<file path="src/rtl/multi_sensor_pkg.sv">
// Shared types and constants for the multi-sensor measurement/frame transmitter.
// Holds the FSM state encoding, ASCII defaults and a width helper.
package multi_sensor_pkg;

  typedef enum logic [3:0] {
    IDLE       = 4'd0,
    DISPARA    = 4'd1,
    ESPERA     = 4'd2,
    PREPARA    = 4'd3,
    TRANSMITE  = 4'd4,
    AGUARDA_TX = 4'd5,
    PROXIMO    = 4'd6,
    FIM        = 4'd7
  } estado_t;

  localparam logic [2:0] DIGIT_PREFIX = 3'b011;
  localparam logic [6:0] SEP_DEFAULT  = 7'h2C;
  localparam logic [6:0] TERM_DEFAULT = 7'h23;
  localparam logic [6:0] ERR_DEFAULT  = 7'h3F;

  // Ceiling log2 with a floor of 1 so a counter is never zero bits wide.
  function automatic int unsigned clog2(input int unsigned v);
    int unsigned r;
    r = 1;
    while ((64'd1 << r) < 64'(v)) r = r + 1;
    return r;
  endfunction

endpackage

</file>
<file path="src/rtl/contador_m.sv">
// Modulo-M counter with async reset, sync clear and enable.
// fim is high while the count sits at M-1; the next enabled cycle wraps to 0.
module contador_m #(
  parameter int unsigned M = 100,
  parameter int unsigned N = 7
) (
  input  logic clock,
  input  logic zera_as,
  input  logic zera_s,
  input  logic conta,
  output logic fim
);

  logic [N-1:0] q_q, q_d;

  always_comb begin
    q_d = q_q;
    if (zera_s) begin
      q_d = '0;
    end else if (conta) begin
      q_d = (q_q == N'(M - 1)) ? '0 : q_q + N'(1);
    end
  end

  always_ff @(posedge clock or posedge zera_as) begin
    if (zera_as) q_q <= '0;
    else         q_q <= q_d;
  end

  assign fim = (q_q == N'(M - 1));

endmodule

</file>
<file path="src/rtl/frame_char_sel.sv">
// Combinational character selector: maps channel/char index plus captured
// BCD data to the ASCII character of the outgoing frame.
module frame_char_sel
  import multi_sensor_pkg::*;
#(
  parameter int unsigned NUM_SENS  = 3,
  parameter int unsigned DIGITS    = 3,
  parameter int unsigned CW        = 2,
  parameter logic [6:0]  SEP_CHAR  = SEP_DEFAULT,
  parameter logic [6:0]  TERM_CHAR = TERM_DEFAULT,
  parameter logic [6:0]  ERR_CHAR  = ERR_DEFAULT
) (
  input  logic [2:0]                     canal,
  input  logic [CW-1:0]                  indice,
  input  logic [NUM_SENS*DIGITS*4-1:0]   captura,
  input  logic [NUM_SENS-1:0]            valido,
  output logic [6:0]                     caractere
);

  logic [3:0] nib;
  logic       ok;

  always_comb begin
    nib       = '0;
    ok        = 1'b0;
    caractere = ERR_CHAR;
    // indice 0 is the most significant digit of the channel
    for (int unsigned c = 0; c < NUM_SENS; c++) begin
      for (int unsigned d = 0; d < DIGITS; d++) begin
        if (canal == 3'(c) && indice == CW'(DIGITS - 1 - d)) begin
          nib = captura[(c*DIGITS + d)*4 +: 4];
          ok  = valido[c];
        end
      end
    end
    if (indice >= CW'(DIGITS)) begin
      caractere = (canal == 3'(NUM_SENS - 1)) ? TERM_CHAR : SEP_CHAR;
    end else if (ok && nib <= 4'd9) begin
      caractere = {DIGIT_PREFIX, nib};
    end
  end

endmodule

</file>
<file path="src/rtl/multi_sensor_frame_tx.sv">
// Periodic multi-channel measurement scheduler and ASCII frame streamer
// feeding a 7E1 serial transmitter through a start/ready handshake.
module multi_sensor_frame_tx
  import multi_sensor_pkg::*;
#(
  parameter int unsigned NUM_SENS  = 3,
  parameter int unsigned DIGITS    = 3,
  parameter int unsigned PERIOD    = 50_000_000,
  parameter int unsigned TIMEOUT   = 2_500_000,
  parameter logic [6:0]  SEP_CHAR  = SEP_DEFAULT,
  parameter logic [6:0]  TERM_CHAR = TERM_DEFAULT,
  parameter logic [6:0]  ERR_CHAR  = ERR_DEFAULT
) (
  input  logic                           clock,
  input  logic                           reset,
  input  logic                           ligar,
  input  logic [NUM_SENS*DIGITS*4-1:0]   medida,
  input  logic [NUM_SENS-1:0]            sens_pronto,
  input  logic                           tx_pronto,
  output logic                           medir,
  output logic                           tx_partida,
  output logic [6:0]                     tx_dados,
  output logic                           frame_done,
  output logic [NUM_SENS-1:0]            timeout_flags,
  output logic                           overrun,
  output logic [3:0]                     db_estado,
  output logic [2:0]                     db_canal
);

  localparam int unsigned MW = NUM_SENS * DIGITS * 4;
  localparam int unsigned TW = clog2(TIMEOUT);
  localparam int unsigned CW = clog2(DIGITS + 1);

  estado_t               estado_q, estado_d;
  logic                  ligar_q;
  logic [NUM_SENS-1:0]   valid_q, valid_d;
  logic [MW-1:0]         cap_q, cap_d;
  logic [TW-1:0]         to_q, to_d;
  logic [2:0]            ch_q, ch_d;
  logic [CW-1:0]         ci_q, ci_d;
  logic [6:0]            dados_q, dados_d;
  logic [NUM_SENS-1:0]   flags_q, flags_d;
  logic                  overrun_q, overrun_d;
  logic                  fim_periodo, tick;
  logic [6:0]            char_next;
  logic                  ultimo_char;

  contador_m #(
    .M (PERIOD),
    .N (clog2(PERIOD))
  ) u_periodo (
    .clock   (clock),
    .zera_as (reset),
    .zera_s  (~ligar),
    .conta   (ligar),
    .fim     (fim_periodo)
  );

  assign tick        = fim_periodo & ligar;
  assign ultimo_char = (ci_q == CW'(DIGITS)) && (ch_q == 3'(NUM_SENS - 1));

  // Channel/char position for the next cycle; drives the selector so the
  // character is already registered when tx_partida is raised.
  always_comb begin
    ch_d = ch_q;
    ci_d = ci_q;
    if (estado_q == PREPARA) begin
      ch_d = '0;
      ci_d = '0;
    end else if (estado_q == PROXIMO && !ultimo_char) begin
      if (ci_q == CW'(DIGITS)) begin
        ch_d = ch_q + 3'd1;
        ci_d = '0;
      end else begin
        ci_d = ci_q + CW'(1);
      end
    end
  end

  frame_char_sel #(
    .NUM_SENS  (NUM_SENS),
    .DIGITS    (DIGITS),
    .CW        (CW),
    .SEP_CHAR  (SEP_CHAR),
    .TERM_CHAR (TERM_CHAR),
    .ERR_CHAR  (ERR_CHAR)
  ) u_char_sel (
    .canal     (ch_d),
    .indice    (ci_d),
    .captura   (cap_q),
    .valido    (valid_q),
    .caractere (char_next)
  );

  always_comb begin
    estado_d  = estado_q;
    valid_d   = valid_q;
    cap_d     = cap_q;
    to_d      = to_q;
    flags_d   = flags_q;
    overrun_d = overrun_q;
    if (tick && estado_q != IDLE) overrun_d = 1'b1;
    unique case (estado_q)
      IDLE:       if (ligar && (!ligar_q || tick)) estado_d = DISPARA;
      DISPARA: begin
        valid_d  = '0;
        to_d     = '0;
        estado_d = ESPERA;
      end
      ESPERA: begin
        for (int unsigned i = 0; i < NUM_SENS; i++) begin
          if (sens_pronto[i] && !valid_q[i]) begin
            cap_d[i*DIGITS*4 +: DIGITS*4] = medida[i*DIGITS*4 +: DIGITS*4];
            valid_d[i] = 1'b1;
          end
        end
        if (&valid_q || to_q == TW'(TIMEOUT - 1)) begin
          flags_d  = ~valid_d;
          estado_d = PREPARA;
        end else begin
          to_d = to_q + TW'(1);
        end
      end
      PREPARA:    estado_d = TRANSMITE;
      TRANSMITE:  estado_d = AGUARDA_TX;
      AGUARDA_TX: if (tx_pronto) estado_d = PROXIMO;
      PROXIMO:    estado_d = ultimo_char ? FIM : TRANSMITE;
      FIM:        estado_d = IDLE;
      default:    estado_d = IDLE;
    endcase
  end

  always_comb begin
    dados_d = dados_q;
    if (estado_d == TRANSMITE && estado_q != TRANSMITE) dados_d = char_next;
  end

  always_ff @(posedge clock or posedge reset) begin
    if (reset) begin
      estado_q  <= IDLE;
      ligar_q   <= 1'b0;
      valid_q   <= '0;
      cap_q     <= '0;
      to_q      <= '0;
      ch_q      <= '0;
      ci_q      <= '0;
      dados_q   <= '0;
      flags_q   <= '0;
      overrun_q <= 1'b0;
    end else begin
      estado_q  <= estado_d;
      ligar_q   <= ligar;
      valid_q   <= valid_d;
      cap_q     <= cap_d;
      to_q      <= to_d;
      ch_q      <= ch_d;
      ci_q      <= ci_d;
      dados_q   <= dados_d;
      flags_q   <= flags_d;
      overrun_q <= overrun_d;
    end
  end

  assign medir         = (estado_q == DISPARA);
  assign tx_partida    = (estado_q == TRANSMITE);
  assign frame_done    = (estado_q == FIM);
  assign tx_dados      = dados_q;
  assign timeout_flags = flags_q;
  assign overrun       = overrun_q;
  assign db_estado     = estado_q;
  assign db_canal      = ch_q;

endmodule

</file>
<file path="config.mk">
export PLATFORM = sky130hd
export DESIGN_NAME = multi_sensor_frame_tx
export DESIGN_NICKNAME = d
export VERILOG_FILES = /design/src/rtl/multi_sensor_pkg.sv /design/src/rtl/contador_m.sv /design/src/rtl/frame_char_sel.sv /design/src/rtl/multi_sensor_frame_tx.sv
export SDC_FILE = /design/constraint.sdc
export NUM_CORES = 1
export LEC_CHECK = 0
export ABC_AREA = 1
export CAP_MARGIN = 20
export CORE_ASPECT_RATIO = 1.2
export CORE_UTILIZATION = 40
export CTS_CLUSTER_SIZE = 16
export DETAILED_ROUTE_END_ITERATION = 10
export HOLD_SLACK_MARGIN = 0.08
export PLACE_DENSITY = 0.6
export SETUP_SLACK_MARGIN = 0.05
export SYNTH_ARGS = -nofsm -noshare
export SYNTH_HDL_FRONTEND = slang
export SYNTH_SLANG_ARGS = --single-unit
export TNS_END_PERCENT = 100
</file>
<file path="constraint.sdc">
create_clock -name clock -period 3.8 [get_ports clock]
set_clock_uncertainty 0.1 [all_clocks]
set_input_delay 1.14 -clock clock [delete_from_list [all_inputs] [get_ports clock]]
set_output_delay 1.14 -clock clock [all_outputs]
set_load 0.05 [all_outputs]
</file>
# Word-level counts from Yosys, hierarchy flattened
# Index checks and enable logic that the tools add are counted.
op_classes:
  reduce_logical: 36
  n_lt_le_gt_ge: 2
  bitwise: 2
  eq_ne: 18
  n_addsub: 4
  n_mux: 43
op_table:
  columns: ["cell", "count"]
  rows:
  - ["4-bit two-way mux", 14]
  - ["26-bit two-way mux", 2]
  - ["22-bit case mux with 2 select lines", 1]
  - ["4-bit case mux with 7 select lines", 1]
  - ["26-bit by 1-bit adder with 26-bit output, second input constant", 1]
  - ["26-bit equality test, second input constant", 1]
  - ["22-bit by 1-bit adder with 22-bit output, second input constant", 1]
  - ["22-bit equality test, second input constant", 1]
  - ["22-bit two-way mux", 1]
  - ["4-bit by 3-bit equality test with 1-bit output, second input constant", 5]
  - ["1-bit logical AND", 18]
  - ["1-bit two-way mux", 15]
  - ["2-bit AND reduction", 5]
  - ["3-bit two-way mux", 3]
  - ["4-bit by 2-bit equality test with 1-bit output, second input constant", 2]
  - ["2-bit two-way mux", 4]
  - ["7-bit two-way mux", 1]
  - ["3-bit by 2-bit equality test with 1-bit output, second input constant", 2]
  - ["3-bit case mux with 2 select lines", 1]
  - ["1-bit zero test", 5]
  - ["2-bit equality test, second input constant", 2]
  - ["4-bit by 1-bit equality test with 1-bit output, second input constant", 1]
  - ["4-bit <= comparator, second input constant", 1]
  - ["4-bit zero test", 1]
  - ["other kinds (15)", 16]
word_totals:
  out_inout_bits: 21
  regBits: 108
  word_cells: 118

# Longest topological paths before layout
depth:
  word_depth: 21
  ltp_mapped: 21
  ltp_nobuf: 20

# Cells and area by module
# Synthesis repeated with hierarchy kept, for this count alone.
unflattened:
  cells_unflattened: 816
  area_unflattened_um2: 6565.0
by_module_without_submodules:
  columns: ["mod", "cells_per_inst", "area_per_inst_um2", "instances"]
  rows:
  - ["multi_sensor_frame_tx", 454, 4274.1, 1]
  - ["contador_m", 246, 1692.9, 1]
  - ["frame_char_sel", 116, 598.1, 1]

# Least setup slack after synthesis
# No wires, ideal clock.
synth_timing:
  kind: "reg2out"
  from: "reg estado_q[2], in the netlist db_estado[2]"
  to: "out tx_partida"
  setup_slack_ns: 0.439
  t_arrival_ns: 2.121
  path_buffers: 0
  path_stages_with_launch: 3
  path_cell_list: "dfrtp_1 -> nand2_1 -> nor3_1"
synth_between:
  elab_chain_len: 1
synth_lines:
  columns: ["element", "line", "source"]
  rows:
  - ["from (decl)", "multi_sensor_frame_tx.sv:34", "estado_t estado_q, estado_d;"]
  - ["from (signal assigned)", "multi_sensor_frame_tx.sv:151", "estado_q <= estado_d;"]
  - ["4-bit by 3-bit equality test with 1-bit output", "multi_sensor_frame_tx.sv:165", "assign tx_partida = (estado_q == TRANSMITE);"]
  - ["to (decl)", "multi_sensor_frame_tx.sv:21", "output logic tx_partida,"]
# No other way between the ends.

# Worst setup path in the final report
layout_timing:
  from: "reg estado_q[3], in the netlist db_estado[3]"
  to: "out tx_partida"
# The elaborated chain is that of the path after synthesis.

==> reports/results.txt <==
Status: finished, final reports clean
Seq pwr share: 0.464
TritonCTS clock tree: built
Cell count after synthesis: 647
Clk slew on worst S/H paths: 70 ps
Longest Clk Path Bufs: 2
FMAX: 288 MHz
Total grt overflow: 0
Initial Util: 0.410
Placer's final routability congestion estimate: 0.825
Synth warn: 0
Fin nets: 763
Top cell type's share of synthesized area: 0.494
Avg Cell Area, Syn: 8.39 um2
Area of the multi-input gates: 2310 um2
Design area: 6560 um2
Layout cells sized above 1: 0.0944
CP endpoint kind: output port
Max rail drop VDD: 0.000261 V
Antenna violations before repair: 0
Period utilization: 0.914
PD cells: 499 nW/um2
Slew Viols, Final: 0
Hold wc startpoint: u_periodo.q_q[19]$_DFF_PP0_
Hold path cells: 1
Die ar.: 14000 um2
Sw Share: 0.318
Hold Violations, Final: 0
Hold endpoint: u_periodo.q_q[19]$_DFF_PP0_
Drt pass-1 iters: 5
R2r worst-path depth: 14
GRT Total Usage: 0.183
Post-CTS sizing: 0
Util after Layout: 0.496
R2r endpoint: tx_dados[3]$_DFFE_PP0P_
Unique cell type count in the Yosys netlist: 44
FP Rows: 46
Post-placement cell area: 6250 um2
Clock root cell: clkbuf_16
Io pins: 64
Slew headroom: 0.538
N_diodes: 0
Fillers: 1309
P_sw: 1.04 mW
Vias in the first global route: 4435
CP max FO: 6
Die height: 130 um
Arr. time, crit path: 2230 ps
Logic pwr share: 0.238
Non-filler instance count after layout: 888
RSZ-0062 raised after global routing: false
Area Overhead vs Synth: 21.0%
DR WL/cell: 13.6 um
Max-Cap Viols: 0
Setup TNS after final layout: 0 ps
CP startpoint kind: flop
Worst reg2reg startpoint: db_canal[0]$_DFF_PP0_
# clock sinks: 107
Via count: 4511
Port Buffers: 62
Global-route wire length before repair: 20300 um
Sequential element share of the synthesized area: 0.494
Int Power: 2.23 mW
Post-CTS Setup Repair Bufs: 0
Mapped Area: 5430 um2
Total Wirelength: 12100 um
Worst setup path class: flop to output port
Synth Register Bits: 107
Clk pwr share: 0.297
DR DRC count: 0
Iteration-0 DRC Markers: 199
Worst slew pin tran: 692 ps
Register area: 2680 um2
Placed insts: 872
Via density: 5.08
Core Region: 13200 um2
Minimum clock period: 3470 ps
CTS H-Tree Depth: 3
Num CTS Buffers: 9
R2R Setup Slk: 950 ps
# hold bufs at CTS: 0
Leak: 3.09 nW
Clock Latency Late Sink: 350 ps
Critical Path RT: 2560 ps
Chip width: 108 um
Largest net degree at the start of global routing: 108
Final setup viols: 0
DP HPWL: 8980 um
Hold Worst Slack: 374 ps
Post-route ant nets: 0
Worst hold path class: flop to flop
Largest area contributor in the netlist: dfrtp_1
Synth top area cells: dfrtp_1 49%, inv_1 7.1%, nand2_1 6.9%, nor2_1 5.1%, mux2_2 5.0%
## metal layers
metal / vias to the layer above / part of all wire / global-route usage
li1: 2266 / - / -
met1: 2133 / 0.46 / 0.227
met2: 93 / 0.49 / 0.320
met3: 19 / 0.040 / 0.0362
met4: 0 / 0.016 / 0.0596
met5: - / 0 / 0
## cells in the mapped netlist (all sizes together)
cell type,number
nor3,37
nand3b,1
nand2,103
o21a,4
clkbuf,6
o21ai,28
nand4,13
dfrtp,107
a2111oi,1
a31oi,6
ha,5
o2111ai,1
a211oi,1
o221a,1
and2,1
buf,4
and3,1
nor2,81
xnor2,2
nor3b,7
a21oi,39
mux2,24
conb,1
nand3,50
o21bai,1
o31ai,1
a41oi,2
xor2,3
o22ai,1
a22o,1
inv,104
nor4,10
## cell usage in the layout (no fill, tap or decap), types with 10 or more instances in the layout
cell type        instances
a21oi_1                 39
clkdlybuf4s50_1         61
nand3_1                 47
nor2_1                  74
inv_1                  101
dfrtp_1                107
nand2_1                100
o21ai_0                 28
mux2_2                  24
nor4_1                  10
nor3_1                  33
nand4_1                 12
## final cells by class
| class | instances | share of cell area |
|---|---|---|
| clock buffer | 10 | 0.0364 |
| inverter | 104 | 0.0600 |
| multi-input combinational | 427 | 0.352 |
| sequential | 107 | 0.408 |
| timing repair buffer | 66 | 0.101 |
| tap | 168 | 0.0320 |
| clock inverter | 6 | 0.0112 |
## registers in the layout, summed over array words and instances (netlist names), 3 cells and up
signal / flops
tx_dados: 6
cap_q: 36
db_canal: 3
u_periodo.q_q: 26
to_q: 22
db_estado: 4
valid_q: 3
timeout_flags: 3
## stage by stage
step	power, mW	setup slack [ps]
finish	3.27	328
global route	3.46	237
CTS	3.31	345
detailed placement	2.33	725
global placement	2.31	794
floorplan	2.05	439
## worst max-delay path by stage
stage,slack (ps),endpoint,cells past startpoint,from
2_1_floorplan,440,tx_partida,2,db_estado[2]$_DFF_PP0_
3_3_place_gp,790,tx_partida,4,db_estado[3]$_DFF_PP0_
3_5_place_dp,730,tx_partida,4,db_estado[3]$_DFF_PP0_
4_1_cts,350,tx_partida,4,db_estado[3]$_DFF_PP0_
5_1_grt,240,tx_partida,4,db_estado[3]$_DFF_PP0_
6_report,330,tx_partida,4,db_estado[3]$_DFF_PP0_
## power groups by stage
stage | sequential (mW) | combinational, mW | clock [mW]
final | 1.52 | 0.780 | 0.972
after global routing | 1.55 | 0.870 | 1.04
after CTS | 1.53 | 0.789 | 0.998
after detailed placement | 1.55 | 0.785 | 0
after global placement | 1.54 | 0.769 | 0
after floorplan | 1.63 | 0.417 | 0
## worst max-delay path, cell delays in order, from the launching register on
cell and delay (ps):
dfrtp_1 390, inv_1 60, nand2_1 200, nor3_1 360, clkdlybuf4s50_1 870
## kinds of logic (layout without fill, tap and decap cells)
logic type      Yosys count  after routing  share of synthesized area
xor+xnor                  5              5                    0.00807
buf+inv                 114            186                     0.0816
flops                   107            107                      0.494
mux                      24             24                     0.0498
fa+ha+maj                 5              5                     0.0115
simple gates            304            304                      0.265
other cells               1              2                   0.000691
compound gates           87             87                     0.0897
No activity file was read; power rests on OpenSTA's default activity.
